[src/rtl/launch_ctrl.sv]
// -----------------------------------------------------------------------------
// launch_ctrl
//   Dual-issue launch scheduler between the instruction queue and the issue
//   stage. Each cycle it looks at the two queue-head instructions and raises
//   exactly one of double / single / zero launch. Those flags move the queue
//   tail pointer and tell the issue stage what to capture.
//
//   It resolves:
//     - intra-pair hazards (RAW, WAW, two memory ops, branch/serial in line1)
//     - load-use hazards through a per-register countdown scoreboard
//     - serialising instructions (CSR / barrier / ertn) through a small FSM
//
// Parameters
//   DOUBLE_LAUNCH   0 => line2 never launches (single-issue build)
//   LOAD_USE_STALL  cycles a launched load's rd stays busy (1..3)
//
// Ports
//   clk, rst_n                          clock, async active-low reset
//   line{1,2}_valid_i                   queue-head slot valid
//   line{1,2}_rd_i        [4:0]         destination register
//   line{1,2}_src_i       [9:0]         {rk, rj}
//   line{1,2}_ctl_i       [6:0]         {serial, branch, mem, load, rk_re, rj_re, rd_we}
//   next_allowin_i                      issue stage can accept this cycle
//   backend_idle_i                      EXE/MEM/WB hold no valid instruction
//   branch_flush_i, excep_flush_i       pipeline flush
//   double/single/zero_valid_inst_lunch_flag_o   one-hot launch decision
//   serial_busy_o                       serialisation in progress
// -----------------------------------------------------------------------------
module launch_ctrl #(
  parameter bit          DOUBLE_LAUNCH  = 1'b1,
  parameter int unsigned LOAD_USE_STALL = 2
) (
  input  logic       clk,
  input  logic       rst_n,
  input  logic       line1_valid_i,
  input  logic       line2_valid_i,
  input  logic [4:0] line1_rd_i,
  input  logic [4:0] line2_rd_i,
  input  logic [9:0] line1_src_i,
  input  logic [9:0] line2_src_i,
  input  logic [6:0] line1_ctl_i,
  input  logic [6:0] line2_ctl_i,
  input  logic       next_allowin_i,
  input  logic       backend_idle_i,
  input  logic       branch_flush_i,
  input  logic       excep_flush_i,
  output logic       double_valid_inst_lunch_flag_o,
  output logic       single_valid_inst_lunch_flag_o,
  output logic       zero_valid_inst_lunch_flag_o,
  output logic       serial_busy_o
);

  typedef enum logic [1:0] {
    RUN       = 2'd0,
    SER_WAIT  = 2'd1,
    SER_DRAIN = 2'd2,
    FLUSH     = 2'd3
  } state_t;

  typedef struct packed {
    logic serial;
    logic branch;
    logic mem;
    logic load;
    logic rk_re;
    logic rj_re;
    logic rd_we;
  } ctl_t;

  localparam logic [1:0] STALL_CNT = 2'(LOAD_USE_STALL);

  state_t     state_q, state_d;
  logic [1:0] sb_cnt [32];
  logic [31:0] busy_vec;

  ctl_t       l1, l2;
  logic [4:0] rj1, rk1, rj2, rk2;
  logic       flush;
  logic       src_ok1, src_ok2;
  logic       raw, waw;
  logic       can1, can2;
  logic       set1, set2;

  assign l1    = ctl_t'(line1_ctl_i);
  assign l2    = ctl_t'(line2_ctl_i);
  assign rj1   = line1_src_i[4:0];
  assign rk1   = line1_src_i[9:5];
  assign rj2   = line2_src_i[4:0];
  assign rk2   = line2_src_i[9:5];
  assign flush = branch_flush_i | excep_flush_i;

  // A branch in line2 does not restrict pairing.
  logic unused_bits;
  assign unused_bits = l2.branch;

  // r0 is hard-wired zero and therefore never busy.
  always_comb begin
    busy_vec = '0;
    for (int i = 1; i < 32; i++) begin
      busy_vec[i] = (sb_cnt[i] != 2'd0);
    end
  end

  assign src_ok1 = !(l1.rj_re && busy_vec[rj1]) && !(l1.rk_re && busy_vec[rk1]);
  assign src_ok2 = !(l2.rj_re && busy_vec[rj2]) && !(l2.rk_re && busy_vec[rk2]);

  assign raw = l1.rd_we && (line1_rd_i != 5'd0) &&
               ((l2.rj_re && (rj2 == line1_rd_i)) || (l2.rk_re && (rk2 == line1_rd_i)));
  assign waw = l1.rd_we && l2.rd_we && (line1_rd_i == line2_rd_i);

  // Reset is folded in so the flags read "zero launch" while rst_n is low,
  // even with valid instructions presented at the queue head.
  assign can1 = rst_n && line1_valid_i && next_allowin_i && src_ok1 && !flush &&
                (state_q == RUN) && (!l1.serial || backend_idle_i);

  // Line2 may only launch alongside line1, which keeps issue in order.
  assign can2 = can1 && DOUBLE_LAUNCH && line2_valid_i && src_ok2 &&
                !l1.serial && !l2.serial && !l1.branch && !(l1.mem && l2.mem) &&
                !raw && !waw;

  assign double_valid_inst_lunch_flag_o = can2;
  assign single_valid_inst_lunch_flag_o = can1 && !can2;
  assign zero_valid_inst_lunch_flag_o   = !can1;
  assign serial_busy_o = (state_q == SER_WAIT) || (state_q == SER_DRAIN);

  // NOTE: every variable written in always_comb gets a default first, so no
  // path through the case leaves it unassigned and no latch is inferred.
  always_comb begin
    state_d = state_q;
    unique case (state_q)
      RUN: begin
        // A serial instruction must see an empty backend before launching;
        // once it launches we wait for it to drain before resuming.
        if (line1_valid_i && l1.serial && next_allowin_i && src_ok1 && !backend_idle_i)
          state_d = SER_WAIT;
        else if (can1 && l1.serial)
          state_d = SER_DRAIN;
      end
      SER_WAIT:  if (backend_idle_i) state_d = RUN;
      SER_DRAIN: if (backend_idle_i) state_d = RUN;
      FLUSH:     state_d = RUN;
      default:   state_d = RUN;
    endcase
    if (flush) state_d = FLUSH;
  end

  // NOTE: sequential state uses non-blocking assignments so every flop samples
  // values from before the edge, independent of block ordering.
  always_ff @(posedge clk or negedge rst_n) begin
    if (!rst_n) state_q <= RUN;
    else        state_q <= state_d;
  end

  assign set1 = can1 && l1.load && l1.rd_we && (line1_rd_i != 5'd0);
  assign set2 = can2 && l2.load && l2.rd_we && (line2_rd_i != 5'd0);

  // NOTE: the scoreboard is a small flop array whose contents gate launches,
  // so it must be reset; a stale count would stall or mis-issue after reset.
  always_ff @(posedge clk or negedge rst_n) begin
    if (!rst_n) begin
      for (int i = 0; i < 32; i++) sb_cnt[i] <= 2'd0;
    end else if (flush) begin
      // Squashed loads will never write back, so their hazards vanish.
      for (int i = 0; i < 32; i++) sb_cnt[i] <= 2'd0;
    end else begin
      for (int i = 0; i < 32; i++) begin
        if ((set1 && (line1_rd_i == 5'(i))) || (set2 && (line2_rd_i == 5'(i))))
          sb_cnt[i] <= STALL_CNT;
        else if (sb_cnt[i] != 2'd0)
          sb_cnt[i] <= sb_cnt[i] - 2'd1;
      end
    end
  end

endmodule

[config.mk]
export PLATFORM = sky130hd
export DESIGN_NAME = launch_ctrl
export DESIGN_NICKNAME = d
export VERILOG_FILES = /design/src/rtl/launch_ctrl.sv
export SDC_FILE = /design/constraint.sdc
export NUM_CORES = 1
export LEC_CHECK = 0
export ABC_AREA = 1
export ABC_CLOCK_PERIOD_IN_PS = 2700
export BUFFER_PORTS_ARGS = -buffer_cell sky130_fd_sc_hd__buf_2
export CAP_MARGIN = 25
export CORE_MARGIN = 1.5
export CORE_UTILIZATION = 55
export DETAILED_ROUTE_END_ITERATION = 8
export GPL_TIMING_DRIVEN = 0
export MAX_ROUTING_LAYER = met4
export PLACE_DENSITY_LB_ADDON = 0.15
export SLEW_MARGIN = 15
export SYNTH_ARGS = -nofsm -noshare
export SYNTH_HDL_FRONTEND = slang
export SYNTH_SLANG_ARGS = --single-unit
[constraint.sdc]
create_clock -name clk -period 2.7 [get_ports clk]
set_input_delay 0.27 -clock clk [delete_from_list [all_inputs] [get_ports clk]]
set_output_delay 0.27 -clock clk [all_outputs]
set_load 0.05 [all_outputs]
==> results of run 1 <==
[cells by family (layout without fill, tap and decap cells)]
group | Yosys count | after routing | share of synthesized area (%)
fa+ha+maj | 32 | 32 | 5.968
buf+inv | 194 | 260 | 12.53
compound gates | 68 | 68 | 5.763
xor+xnor | 2 | 2 | 0.2611
simple gates | 736 | 736 | 51.60
flops | 64 | 64 | 23.87
[cells in the mapped netlist (16+ instances only)]
cell type  count  area [sq um]
inv_1        140         525.5
or2_2         18         112.6
a21oi_1       21         105.1
nand4_1       33         206.5
nor2_1       151         566.8
nand3_1      193         965.9
ha_1          32         400.4
buf_2         16         80.08
nand3_2       20         200.2
nand2_1      287          1077
dfrtp_1       64          1602
o21ai_0       24         120.1
[where the power goes]
part	internal, uW	switching (uW)
registers	1000	25.2
clock network	733	438
logic	228	466
[repair_timing]
| action | in CTS | in global routing |
|---|---|---|
| resized for setup | 16 | 25 |
| hold endpoints to repair | 31 | 0 |
| pin swaps | 0 | 5 |
| setup endpoints to repair | 2 | 38 |
| setup buffers | 0 | 6 |
| hold buffers | 2 | 0 |
[layer usage]
layer | vias to the layer above | part of all wire, % | GRT usage (%)
met5 | - | 0 | -
li1 | 3670 | - | -
met4 | 0 | 3.9 | 14.92
met1 | 3389 | 43 | 46.51
met2 | 368 | 44 | 54.42
met3 | 66 | 9.2 | 4.782
[flip-flops by register name, indices dropped and copies added (netlist names)]
name / count
state_q: 2
sb_cnt: 62
[layout by cell type, fill, tap and decap left out, types with 2 or more instances in the layout]
cell | netlist | layout
inv_1 | 140 | 124
nand3_4 | 2 | 2
a21oi_1 | 21 | 21
nand2_4 | 11 | 11
nor2_1 | 151 | 151
ha_1 | 32 | 21
clkinv_1 | 2 | 2
ha_4 | 0 | 6
clkbuf_1 | 14 | 16
nand2_2 | 13 | 13
nand3_2 | 20 | 22
o21ai_0 | 24 | 24
inv_4 | 2 | 2
dfrtp_1 | 64 | 64
nand2_1 | 287 | 287
nand4_1 | 33 | 33
ha_2 | 0 | 5
inv_2 | 6 | 22
buf_8 | 1 | 2
buf_4 | 6 | 13
buf_6 | 5 | 6
o22ai_1 | 9 | 9
nor2_4 | 4 | 4
nand3_1 | 193 | 191
clkbuf_16 | 0 | 9
buf_12 | 1 | 3
buf_2 | 16 | 55
o211ai_1 | 12 | 12
or2_2 | 18 | 18
[stage by stage]
step           hold WS [ps]  instances  cell area, sq um  total power (uW)  setup TNS [ps]
2_1_floorplan        -25.59       1096              6709              1491               0
3_3_place_gp          472.8       1285              7103              1697          -19730
3_5_place_dp          242.4       1286              7126              1707               0
4_1_cts               209.2       1303              7482              2886               0
5_1_grt               243.2       1309              7610              3021          -6.739
6_report              228.4       1309              7610              2891               0
[layout make-up]
class	instances	area (sq um)
Multi-Input combinational cell	838	4370
Clock inverter	3	42.54
Clock buffer	12	246.5
Tap cell	147	183.9
Fill cell	1172	4352
Inverter	150	568.0
Buffer	44	276.5
Timing Repair Buffer	51	320.3
Sequential cell	64	1602
[worst register-to-register path: stages, from the launching register on]
cell     delay [ps]
dfrtp_1         390
inv_1           100
ha_4            160
inv_1           120
nand2_1         100
nand3_1          70
nand3_1          90
nand2_1          60
nand2_1          50
nand3_1          80
nand3_2         140
nand3_4         150
nor3_4          430
buf_8           220
nand2_2         110
nand4_1         100
nand2_1          60
[worst max path at each step]
| stage | depth (start not counted) | to | startpoint | slack, ps |
|---|---|---|---|---|
| 6_report | 14 | double_valid_inst_lunch_flag_o | sb_cnt[38] | 120 |
| 5_1_grt | 14 | double_valid_inst_lunch_flag_o | sb_cnt[58] | -3 |
| 4_1_cts | 14 | double_valid_inst_lunch_flag_o | sb_cnt[10] | 5 |
| 3_5_place_dp | 16 | sb_cnt[17] | sb_cnt[2] | 20 |
| 3_3_place_gp | 12 | sb_cnt[51] | rst_n | -410 |
| 2_1_floorplan | 12 | single_valid_inst_lunch_flag_o | sb_cnt[6] | 170 |
==> flow_summary_export.csv, run 1 <==
group,metric,value,unit
timing,hold_violations,0,
routing,via_count,7493,
setup_path,cp.required,2430,ps
cells_and_area,num_antenna_cells,0,
setup_path,crit_buf_inv,4,
min_path,whs_path_depth,3,
die,initial_utilization,56.09,%
cts,htreeDepth,3,
synthesis,ys_types,35,
routing,ant_nets,0,
timing,max_freq,387.3,MHz
global_routing,grt_first_pass_wirelength,34050,um
cts,cts_max_path_buffers,2,
cells_and_area,drive_gt1_share,17.30,%
min_path,holdCritPathClass,"input port to flop",
setup_path,reg2reg_slack,170,ps
min_path,hp-start,"line1_ctl_i[6]",
cells_and_area,fin_util,63.62,%
routing,avgRoutedWirePerCell,16.33,um
cells_and_area,nNetsFinal,1242,
timing,setup_viol,0,
routing,drt_pre_antenna_iters,5,
setup_path,cp_slowest_cell,"dfrtp_1",
pwr,peakVddDrop,367.2,uV
setup_path,end_kind,"output pin",
die,coreArea,11960,sq um
timing,finalMaxSlewViolations,0,
placement,dp_hpwl,16470,um
cts,cts_tree,"built",
setup_path,crit_chain,"inv_1, ha_2, inv_1, nand2_1, nand3_1, nand3_1, nand3_1, nand2_1, nand2_1, nand3_1, nand3_2, nor2_4, buf_8, buf_6",
placement,portBuffers,42,
cts,insertion_delay,350,ps
timing,fin_ws,117.8,ps
setup_path,path_max_fanout,6,
global_routing,grt_pass1_vias,6772,
synthesis,synth_seq_cells,64,
die,die_h,113.4,um
synthesis,ys.warnings.count,0,
routing,drt_iter0_drc,779,
cells_and_area,syn_to_final_growth,13.43,%
setup_path,rr_startpoint,"sb_cnt[11]",
cts,clock_sinks,64,
routing,viasPerCell,5.724,
synthesis,ys_seq_area_share,23.87,%
placement,gp_congestion,1.046,
setup_path,critPathTopFamily,"simple AND/OR/NAND/NOR gates",
timing,period_share,95.64,%
setup_path,cp_common_cell,"nand3_1",
cts,clkTransAtPathRegs,50,ps
global_routing,grt_max_degree,35,
synthesis,async_flop_share,100.0,%
routing,drc,0,
synthesis,avgSynthCellArea,6.121,sq um
setup_path,cp_data_arrival_time,2310,ps
synthesis,synth.cell_area,6709,sq um
flow_run,maxCapViolCount,0,
setup_path,r2r_cells,16,
synthesis,synthFlopType,"dfrtp_1",
timing,slew_headroom,49.17,%
run_status,status,"finished, final reports clean",
timing,skew,6.036,ps
global_routing,grt_util_all_layers,35.17,%
cts,cts_made_buffers,9,
global_routing,overflow,0,
setup_path,r2r-end,"sb_cnt[17]",
timing,post-route-min-period,2582,ps
timing,worst_slew_pin_slew,762.5,ps
die,io_pins,56,
synthesis,syn_inst,1096,
synthesis,synth_edf_count,0,
setup_path,crit_type,"flop to output pin",
placement,pre_cts_slack,24.61,ps
min_path,holdPathEnd,"state_q[1]",
die,fp.dieW,113.4,um
pwr,power_density,379.9,nW/um^2
global_routing,antenna_found_initial,0,
setup_path,slowest_delay,410,ps
cts,cts-root-buf,"clkbuf_16",
die,std_cell_rows,40,
die,die_area,12870,sq um
synthesis,syn_nets,1180,
pwr,p_leak,0.004149,uW
setup_path,cp-start-kind,"flop",
routing,drt-total-wl,21380,um
Note: power is estimated with default switching activity, not from simulation.
==> run 2, diff against run 1 <==
--- a/config.mk
+++ b/config.mk
@@ -6,11 +6,11 @@
 export NUM_CORES = 1
 export LEC_CHECK = 0
 export ABC_AREA = 1
-export ABC_CLOCK_PERIOD_IN_PS = 2700
+export ABC_CLOCK_PERIOD_IN_PS = 2200
 export BUFFER_PORTS_ARGS = -buffer_cell sky130_fd_sc_hd__buf_2
 export CAP_MARGIN = 25
 export CORE_MARGIN = 1.5
-export CORE_UTILIZATION = 55
+export CORE_UTILIZATION = 36
 export DETAILED_ROUTE_END_ITERATION = 8
 export GPL_TIMING_DRIVEN = 0
 export MAX_ROUTING_LAYER = met4
==> constraint.sdc (replaced) <==
create_clock -name clk -period 2.2 [get_ports clk]
set_input_delay 0.22 -clock clk [delete_from_list [all_inputs] [get_ports clk]]
set_output_delay 0.22 -clock clk [all_outputs]
set_load 0.05 [all_outputs]
==> flow_summary_export.csv, run 2 (synthesis results as in run 1) <==
group,metric,value,unit
run_status,status,"finished, violations left",
run_status,violations,"DRC, hold timing, setup timing",
global_routing,antenna_found_initial,0,
placement,portBuffers,42,
cts,insertion_delay,360,ps
timing,hold_violations,7,
die,initial_utilization,36.97,%
setup_path,rr_startpoint,"sb_cnt[4]",
routing,drt-total-wl,24070,um
global_routing,overflow,0,
timing,holdWs,-17.12,ps
cts,cts_made_buffers,9,
setup_path,r2r-end,"sb_cnt[35]",
global_routing,grt_max_degree,52,
timing,worst_slew_pin_slew,867.9,ps
pwr,finalPower,3676,uW
cells_and_area,regMostFlops,"sb_cnt",
cts,htreeDepth,3,
die,die_h,139.5,um
routing,drt_iter0_drc,624,
cells_and_area,nNetsFinal,1261,
setup_path,reg2reg_slack,-310,ps
timing,skew,12.08,ps
setup_path,cp-start-kind,"flop",
flow_run,maxCapViolCount,0,
setup_path,cp.required,1980,ps
routing,avgRoutedWirePerCell,17.07,um
global_routing,grt_pass1_vias,6773,
die,coreArea,18150,sq um
placement,dp.cells,1368,
pwr,p_leak,0.004214,uW
setup_path,cp_data_arrival_time,2350,ps
cts,clkTransAtPathRegs,60,ps
setup_path,r2r_cells,19,
timing,period_share,116.8,%
placement,dp_hpwl,18190,um
cells_and_area,largest_reg_flops,62,
pwr,peakVddDrop,363.9,uV
timing,finalMaxSlewViolations,0,
cts,clock_sinks,64,
global_routing,grt_first_pass_wirelength,37430,um
die,std_cell_rows,49,
min_path,holdCritPathClass,"input port to asynchronous set/reset pin",
setup_path,end_kind,"output pin",
setup_path,crit_type,"flop to output pin",
timing,slew_headroom,42.14,%
placement,gp_congestion,0.9540,
setup_path,path_max_fanout,5,
pwr,power_density,438.9,nW/um^2
cells_and_area,syn_to_final_growth,24.84,%
cells_and_area,num_antenna_cells,0,
cts,cts_max_path_buffers,2,
timing,max_freq,389.2,MHz
cts,cts_tree,"built",
die,die_area,19460,sq um
cells_and_area,top_regs,"sb_cnt x62, state_q x2",
timing,setup_viol,67,
cells_and_area,mostFrequentLayoutCell,"nand2_1",
cts,cts-root-buf,"clkbuf_16",
die,fp.dieW,139.5,um
cells_and_area,stdcell_count,1410,
die,io_pins,56,
routing,drc,3,
cells_and_area,fin_util,46.15,%
timing,fin_ws,-369.5,ps
timing,rsz0062_at_grt,"yes",
routing,drt_pre_antenna_iters,7,
timing,post-route-min-period,2569,ps
routing,ant_nets,0,
global_routing,grt_util_all_layers,25.78,%
cells_and_area,drive_gt1_share,25.06,%
cells_and_area,layout_common_cells,"nand2_1 (251), nand3_1 (171), nor2_1 (148), inv_1 (105), dfrtp_1 (64)",
routing,viasPerCell,5.297,
routing,via_count,7469,
run 2: per-layer routing:
metal / share of wire, % / GRT usage (%)
met5: 0 / -
met4: 2.3 / 6.887
met3: 6.7 / 3.510
met2: 46 / 40.12
met1: 45 / 35.15
run 2: worst max path at each step:
stage                                     end  depth (start not counted)        from
3_3_place_gp                       sb_cnt[41]                         12       rst_n
3_5_place_dp                       sb_cnt[23]                         16  sb_cnt[30]
4_1_cts        double_valid_inst_lunch_flag_o                         14   sb_cnt[5]
6_report         zero_valid_inst_lunch_flag_o                         14   sb_cnt[4]
2_1_floorplan                      sb_cnt[51]                         18   sb_cnt[8]
5_1_grt          zero_valid_inst_lunch_flag_o                         14   sb_cnt[4]
run 2: report_power, final:
part           switching [uW]  internal (uW)  leakage, uW  total (uW)
Sequential               33.5           1230     0.000867        1260
Clock                     599            902     0.000139        1500
Combinational             619            296      0.00321         915
Total                    1250           2420      0.00421        3680
run 2: timing repair:
| item | CTS | global route |
|---|---|---|
| endpoints found under the setup margin | 67 | 67 |
| setup buffers | 19 | 5 |
| cloned | 1 | 1 |
| hold endpoints to repair | 13 | 0 |
| gates resized for setup | 107 | 50 |
| pin swaps | 64 | 37 |
| hold buffers | 2 | 0 |
run 2: through the flow:
stage / TNS (ps) / hold slack, ps / cell area [sq um] / worst slack, ps
2_1_floorplan: 0 / -75.59 / 6739 / 0.1534
3_3_place_gp: -55480 / 477.6 / 7236 / -924.5
3_5_place_dp: -22400 / 100.9 / 7266 / -446.8
4_1_cts: -17220 / 13.76 / 8168 / -334.3
5_1_grt: -27290 / 19.94 / 8376 / -474.2
6_report: -17080 / -17.12 / 8376 / -369.5
run 2: area by class of cell:
class                      instances  area [sq um]
fill                            1910          9772
clock inverter                     3         42.54
multi-input combinational        838          4765
inverter                         150         578.1
sequential                        64          1602
buffer                            44         290.3
timing repair buffer              70         565.5
clock buffer                      12         246.5
tap                              229         286.5
run 2: worst max-delay path, cell delays in order, from the launching register on:
cell        delay (ps)
dfrtp_1            370
inv_2               90
ha_4               160
clkinvlp_4         210
nand2_1            120
nand3_1             70
nand3_1             70
nand2_1             50
nand2_1             60
nand3_2             80
nand3_4            110
nand3_4            160
buf_4              180
buf_4              120
buf_6              140
==> run 3, diff against run 2 <==
==> constraint.sdc (replaced) <==
create_clock -name clk -period 2.2 [get_ports clk]
set_input_delay 0.44 -clock clk [delete_from_list [all_inputs] [get_ports clk]]
set_output_delay 0.44 -clock clk [all_outputs]
set_load 0.05 [all_outputs]
==> flow_summary_export.csv, run 3 (synthesis results as in run 1) <==
group,metric,value,unit
run_status,status,"finished, violations left",
run_status,violations,"DRC, setup timing",
cells_and_area,top_regs,"sb_cnt x62, state_q x2",
routing,drt_iter0_drc,703,
placement,dp_hpwl,18550,um
setup_path,cp.required,1760,ps
placement,gp_congestion,0.9563,
min_path,holdCritPathClass,"input port to asynchronous set/reset pin",
cells_and_area,largest_reg_flops,62,
setup_path,cp-start-kind,"flop",
cells_and_area,n_fill_cell,1896,
global_routing,grt_max_degree,43,
timing,fin_ws,-421.7,ps
cells_and_area,regMostFlops,"sb_cnt",
setup_path,end_kind,"output pin",
die,io_pins,56,
global_routing,grt_util_all_layers,25.75,%
pwr,power_density,424.9,nW/um^2
die,fp.dieW,139.5,um
die,std_cell_rows,49,
cells_and_area,nNetsFinal,1281,
cts,clock_sinks,64,
cells_and_area,layout_common_cells,"nand2_1 (251), nand3_1 (173), nor2_1 (151), inv_1 (73), dfrtp_1 (64)",
cts,cts_max_path_buffers,2,
timing,skew,12.48,ps
die,coreArea,18150,sq um
timing,hold_violations,0,
cts,cts_made_buffers,9,
setup_path,crit_chain,"inv_2, ha_4, inv_2, nand2_1, nand3_1, nand3_1, nand2_2, nand2_2, nand3_2, nand3_4, nand3_4, nor2_4, buf_12, buf_12",
timing,finalSetupTns,-15750,ps
timing,post-route-min-period,2622,ps
setup_path,crit_buf_inv,4,
routing,drt-total-wl,24340,um
cts,htreeDepth,3,
flow_run,maxCapViolCount,0,
timing,period_share,119.2,%
timing,max_freq,381.4,MHz
routing,viasPerCell,5.308,
timing,setup_viol,67,
die,initial_utilization,36.97,%
global_routing,overflow,0,
cts,hold_buffers,0,
setup_path,critPathTopFamily,"simple AND/OR/NAND/NOR gates",
setup_path,cp_data_arrival_time,2180,ps
setup_path,slowest_delay,400,ps
global_routing,grt_first_pass_wirelength,37450,um
placement,portBuffers,42,
cells_and_area,mostFrequentLayoutCell,"nand2_1",
cts,insertion_delay,350,ps
routing,drt_pre_antenna_iters,7,
routing,via_count,7606,
routing,avgRoutedWirePerCell,16.98,um
die,die_area,19460,sq um
timing,slew_headroom,39.58,%
cells_and_area,syn_to_final_growth,29.08,%
cts,clkTransAtPathRegs,60,ps
timing,rsz0062_at_grt,"yes",
global_routing,antenna_found_initial,2,
setup_path,path_max_fanout,6,
cells_and_area,drive_gt1_share,29.78,%
setup_path,crit_type,"flop to output pin",
global_routing,grt_pass1_vias,7034,
routing,drc,8,
pwr,p_leak,0.004633,uW
pwr,peakVddDrop,338.5,uV
placement,pre_cts_slack,-586.6,ps
cts,cts-root-buf,"clkbuf_16",
routing,ant_nets,0,
timing,finalMaxSlewViolations,0,
timing,holdWs,4.897,ps
cts,cts_tree,"built",
setup_path,cp_slowest_cell,"dfrtp_1",
timing,worst_slew_pin_slew,906.4,ps
die,die_h,139.5,um
[run 3: layer usage]
layer  GRT usage [%]  part of all wire [%]  vias up
met3           3.476                   5.3       36
met1           33.80                    45     3575
li1                -                     -     3750
met2           39.93                    46      245
met5               -                     0        -
met4           10.58                   3.2        0
[run 3: path summary, 6_finish.rpt]
check | from | to | cells after the start | slack, ps
worst max-delay path | sb_cnt[27] | double_valid_inst_lunch_flag_o | 14 | -420
worst min-delay path | rst_n | sb_cnt[19] | 1 | 5
worst max register to register | sb_cnt[27] | sb_cnt[41] | 19 | -330
worst min register to register | state_q[1] | state_q[1] | 2 | 480
max in group asynchronous | rst_n | sb_cnt[39] | 2 | 1630
min in group clk | line1_ctl_i[6] | state_q[1] | 3 | 350
[run 3: power by group]
| group | internal (uW) | switching (uW) |
|---|---|---|
| combinational | 317 | 620 |
| clock | 936 | 548 |
| sequential | 1230 | 31.3 |
[run 3: stage by stage]
stage / utilization, % / instances / total power (uW) / area [sq um]
after floorplan: - / 1096 / 1843 / 6902
after global placement: 40.77 / 1367 / 2123 / 7398
after detailed placement: 40.93 / 1368 / 2130 / 7428
after CTS: 45.49 / 1408 / 3657 / 8255
after global routing: 47.72 / 1433 / 3869 / 8660
final: 47.72 / 1433 / 3680 / 8660
[run 3: final cells by class]
class	instances	area, sq um	share of cell area [%]
Antenna cell	2	5.005	0.05780
Buffer	44	304.0	3.511
Clock buffer	13	260.3	3.005
Clock inverter	3	40.04	0.4624
Inverter	150	595.6	6.878
Multi-Input combinational cell	839	4880	56.35
Sequential cell	64	1602	18.49
Tap cell	229	286.5	3.309
Timing Repair Buffer	89	686.9	7.932
[run 3: repair_timing]
action	in CTS	in global routing
pin swaps	29	28
setup endpoints to repair	67	67
cloned	1	2
buffers inserted	23	21
gates resized for setup	115	64
